==> config.mk <==
export PLATFORM = sky130hd
export DESIGN_NAME = mem_ctrl
export DESIGN_NICKNAME = d
export VERILOG_FILES = /design/src/rtl/mem_ctrl.sv
export SDC_FILE = /design/constraint.sdc
export NUM_CORES = 1
export LEC_CHECK = 0
export CORE_MARGIN = 4
export CORE_UTILIZATION = 41
export DETAILED_ROUTE_END_ITERATION = 10
export HOLD_SLACK_MARGIN = 0.12
export PLACE_DENSITY = 0.95
export SLEW_MARGIN = 30
export SYNTH_ARGS = -nofsm -noshare
export SYNTH_HDL_FRONTEND = slang
export SYNTH_SLANG_ARGS = --single-unit
==> constraint.sdc <==
create_clock -name clk -period 4 [get_ports clk]
set_input_delay 0.8 -clock clk [delete_from_list [all_inputs] [get_ports clk]]
set_output_delay 0.8 -clock clk [all_outputs]
set_load 0.05 [all_outputs]
==> src/rtl/mem_ctrl.sv <==
// Byte-wide RAM port owner for the MEM and IF stages.
// MEM accesses pass straight through; IF words come from a 4-byte fetch sequencer that MEM can preempt.
module mem_ctrl #(
  parameter int unsigned ADDR_W   = 32,
  parameter int unsigned IF_BYTES = 4
) (
  input  logic              clk,
  input  logic              rst,
  input  logic [1:0]        mem_request,
  input  logic [ADDR_W-1:0] mem_addr,
  input  logic [7:0]        mem_data_i,
  output logic [7:0]        mem_data_o,
  input  logic              if_request,
  input  logic [ADDR_W-1:0] if_addr,
  output logic [31:0]       if_inst,
  output logic              if_done,
  output logic [ADDR_W-1:0] ram_a,
  output logic [7:0]        ram_dout,
  output logic              ram_wr,
  input  logic [7:0]        ram_din
);

  typedef enum logic [1:0] {
    IDLE,
    FETCH,
    LAST,
    DONE
  } state_t;

  localparam logic [1:0] CNT_LAST = 2'(IF_BYTES - 1);

  state_t     state, state_nxt;
  logic [1:0] cnt, cnt_nxt;
  logic       cap_en;
  logic [1:0] cap_idx;
  logic       mem_active;

  assign mem_active = |mem_request;

  // Each FETCH cycle with cnt>0 captures the byte issued one cycle earlier;
  // LAST captures the final byte issued in the cnt=3 cycle.
  always_comb begin
    state_nxt = state;
    cnt_nxt   = cnt;
    cap_en    = 1'b0;
    cap_idx   = cnt - 2'd1;
    case (state)
      IDLE: begin
        if (if_request && !mem_active) begin
          state_nxt = FETCH;
          cnt_nxt   = '0;
        end
      end
      FETCH: begin
        if (mem_active || !if_request) begin
          state_nxt = IDLE;
        end else begin
          cap_en = (cnt != '0);
          if (cnt == CNT_LAST) begin
            state_nxt = LAST;
          end else begin
            cnt_nxt = cnt + 2'd1;
          end
        end
      end
      LAST: begin
        if (mem_active || !if_request) begin
          state_nxt = IDLE;
        end else begin
          cap_en    = 1'b1;
          cap_idx   = CNT_LAST;
          state_nxt = DONE;
        end
      end
      DONE:    state_nxt = IDLE;
      default: state_nxt = IDLE;
    endcase
  end

  always_ff @(posedge clk) begin
    if (rst) begin
      state   <= IDLE;
      cnt     <= '0;
      if_inst <= '0;
    end else begin
      state <= state_nxt;
      cnt   <= cnt_nxt;
      if (cap_en) begin
        if_inst[{cap_idx, 3'b000} +: 8] <= ram_din;
      end
    end
  end

  always_comb begin
    ram_a    = '0;
    ram_wr   = 1'b0;
    ram_dout = '0;
    if (!rst) begin
      if (mem_active) begin
        ram_a    = mem_addr;
        ram_wr   = (mem_request == 2'b10);
        ram_dout = mem_data_i;
      end else if (state == FETCH) begin
        ram_a = if_addr + ADDR_W'(cnt);
      end
    end
  end

  assign mem_data_o = rst ? '0 : ram_din;
  assign if_done    = (state == DONE);

endmodule

==> reports/summary.md <==
The flow ran to the end, and the final reports show no timing, DRC or antenna violations. The run gives 1.847 nW as the leakage component of the power. The vertical die dimension works out to 90.03 um. The relative slew slack was 0.5354; the number of search-and-repair iterations in the first detailed-routing pass was 4. TritonCTS built the clock tree. In this run the post-CTS setup repair buffer count came out at 0. The tools report the number of buffers added by the clock tree synthesis step as 5. The layout-stage area growth over the synthesis result was 79.46%; the final net count was 628.

Dominant register cell in the synthesized netlist: dfxtp_1. The logs give 2 for the largest buffer count on any clock path and 0.1067 mV for the highest ir drop seen on vdd. For the total nets after synthesis, the log shows 466. The switching fraction of total power was 0.3183. Setup repair after global routing could not meet its margin everywhere. Yosys mapped a number of flops with a built-in enable equal to 0.

The iteration-0 DRC count of the detailed router came out at 113. The run gives 367 as the cell count after synthesis. The run gives 0.2481 as the overall routing resource usage. After clock tree synthesis, the clock-pin slew on the worst setup and hold paths is 0.07 ns. Setup violations remaining at the end of the flow were counted as 0. After detailed routing, the total wire length is 10760 um. For the worst setup path, the data required time is 3.20 ns.

At the worst endpoint, the arrival time is 3.12 ns. The CTS sink count came out at 36. At the pin with the least slew margin, the transition time is 0.6969 ns. The share of flip-flops with an asynchronous set or reset works out to 0. The average vias per placed instance is 5.718, and the count of different cell masters after synthesis is 47. The logs give 0.7666 for the core utilization of the finished layout and 16880 um for the first-pass GRT wire length.

Register-to-register setup slack: 1.57 ns. The critical path starts at if_addr[0]. The internal power contribution came out at 0.0007059 W. The filler cells instantiated in the layout total 431.

The proportion of layout cells with a drive suffix above 1 is 0.1493, and the detailed-route wire length per cell is 17.75 um. Deepest level of the CTS H-tree: 2. The least setup slack across all paths after layout was 0.07935 ns. The source-to-sink clock delay at the later pin of the worst-skew pair is 0.29 ns.

STA classifies the critical path endpoint as an output pin. The run gives 0 as the hold violation count in the final report. The tool flagged a number of max-cap violations equal to 0. The die outline area was 8105 um^2; the top-level I/O count was 167. The post-synthesis register bit count is 36, and the number of pins exceeding their max-slew limit in the final report is 0. The initial antenna violation count is 0. For the final database, setup skew stands at 0.002196 ns. The logs give 0.0003295 W for the switching power summed over all nets and 3465 for the overall via count from detail_route. The count of antenna diodes in the layout came out at 0. Timing analysis after detailed placement gives a worst setup slack of -0.05981 ns. The congestion estimate from routability-driven global placement came to 0.8927.

Hold timing on the final database bottoms out at a slack of 0.4503 ns. The run gives 0.386 as the share of total power in combinational logic. The share of power burned in the clock network was 0.267; the achievable frequency was 255.1 MHz. Category of the most critical setup path: in2out. The startpoint of the lowest-slack register-to-register path is state[0]$_SDFFE_PP0P_. For the number of warning messages in the yosys log, the log shows 0.

After global routing the overflow that remains totals 0. For the number of global-route vias before repair, the log shows 3571. STA classifies the critical path startpoint as a primary input. The mapped netlist covers 2759 um^2. The period utilization was 0.9802; the floorplan die width was 90.03 um. Share of total power in sequential cells: 0.348.

The detailed-route DRC error count came out at 0. The largest driver fanout on the critical path came out at 6. The cell sitting at the root of the clock tree is a clkbuf_8. The portion of the post-synthesis area used by sequential elements is 0.2612, and the count of port buffers added during placement is 166. The tools report the largest net degree at the start of global routing as 33.

The ratio of total power to cell area is 209.1 nW/um^2. In this run the core area contains 29 standard-cell rows. The area of the core is 6459 um^2, and the count of antenna-violating nets left after detailed routing is 0. For the effective utilization at floorplan, the log shows 0.4272. Minimum period implied by the final worst setup slack: 3.921 ns. The worst hold path begins at if_inst[26]$_SDFFE_PP0P_. Averaged over all synthesized cells, the footprint is 7.517 um^2. The post-detailed-placement half-perimeter wirelength came out at 8750 um.

The worst hold path belongs to the class reg2reg.
-- synth_stat cells, types with 2 or more instances --
cell type | instances | area share
a22o_1 | 11 | 0.035
nor3_1 | 10 | 0.018
a21o_1 | 5 | 0.014
nand3_1 | 24 | 0.044
nor3b_2 | 2 | 0.0091
nor4_1 | 2 | 0.0045
buf_2 | 2 | 0.0036
and2_1 | 13 | 0.029
nor2b_1 | 9 | 0.020
nor4_2 | 5 | 0.023
nand4_1 | 5 | 0.011
o21ai_1 | 7 | 0.013
nor2_1 | 18 | 0.024
ha_1 | 13 | 0.059
o21ai_0 | 25 | 0.045
nand2_1 | 65 | 0.088
xnor2_1 | 28 | 0.089
inv_1 | 14 | 0.019
xor2_1 | 2 | 0.0064
and4_1 | 3 | 0.0095
nor3_2 | 2 | 0.0073
nor3b_1 | 5 | 0.014
or3_1 | 2 | 0.0045
clkbuf_1 | 10 | 0.014
buf_6 | 2 | 0.0082
buf_4 | 2 | 0.0054
dfxtp_1 | 36 | 0.26
a21oi_1 | 26 | 0.047
-- critical path, cell delays in order --
cell and delay [ns]:
clkdlybuf4s50_1 0.47, ha_1 0.20, fa_1 0.22, and3_1 0.24
nand4_1 0.31, nor3_1 0.35, xnor2_1 0.10, o21ai_1 0.24
buf_12 0.18
-- what timing repair did --
| item | in CTS | in global routing |
|---|---|---|
| resized for setup | 1 | 6 |
| pin swaps | 0 | 0 |
| hold endpoints to repair | 0 | 0 |
| setup endpoints to repair | 1 | 5 |
| hold buffers | 0 | 0 |
-- metrics by stage --
stage          power (W)  setup TNS, ns  std cells  instance area [um^2]
3_3_place_gp   0.0007560              0        599                  4850
5_1_grt         0.001067       -0.03307        606                  4951
3_5_place_dp   0.0007639       -0.05981        599                  4850
2_1_floorplan  0.0005327              0        367                  2759
6_report        0.001035              0        606                  4951
4_1_cts         0.001036              0        606                  4946
-- power groups by stage --
stage	sequential [W]	clock (W)	combinational, W
after floorplan	0.000368	0	0.000165
after global placement	0.000368	0	0.000388
after detailed placement	0.000368	0	0.000396
after CTS	0.000360	0.000279	0.000397
after global routing	0.000360	0.000292	0.000415
final	0.000360	0.000276	0.000399
-- cell usage in the layout (no fill, tap or decap), drive strengths merged, types with 7 or more instances in the layout --
master         instances
clkdlybuf4s50        117
nand2                 66
buf                   54
dfxtp                 36
o21ai                 32
xnor2                 28
a21oi                 26
nand3                 25
nor2                  18
inv                   14
and2                  14
ha                    13
nor3                  12
a22o                  11
nor2b                  9
nor4                   8
clkbuf                 7
nor3b                  7
-- logic make-up after synthesis --
family	count (synthesis)	share of synthesized area
multiplexers	1	0.003628
XOR/XNOR	30	0.09524
adder cells (fa/ha/maj)	14	0.06621
buffers and inverters	30	0.04989
AND/OR/NAND/NOR	179	0.3615
flip-flops	36	0.2612
AO/OA/AOI/OAI	77	0.1624
-- sequential cells by signal, indices dropped and copies added (netlist names) --
signal,cells
cnt,2
if_inst,32
state,2
-- worst paths after layout --
check | depth (start not counted) | end
worst max register to register | 10 | if_inst[3]$_SDFFE_PP0P_
worst max-delay path | 9 | ram_a[22]
worst min-delay path | 2 | if_inst[26]$_SDFFE_PP0P_
worst min register to register | 2 | if_inst[26]$_SDFFE_PP0P_
-- routing by layer --
metal,routed length (um),GRT usage,vias to the layer above
met5,0,0,-
met4,318,0.1059,0
met3,1142,0.08514,33
met2,5547,0.4692,215
met1,3750,0.2430,1623
li1,-,-,1594
-- cell type report --
| cell class | count | area, um^2 | area share |
|---|---|---|---|
| timing repair buffer | 171 | 2077 | 0.4195 |
| sequential | 36 | 720.7 | 0.1456 |
| clock buffer | 7 | 96.34 | 0.01946 |
| tap | 77 | 96.34 | 0.01946 |
| multi-input combinational | 301 | 1908 | 0.3854 |
| inverter | 14 | 52.55 | 0.01061 |
(Power assumes the default switching activity.)
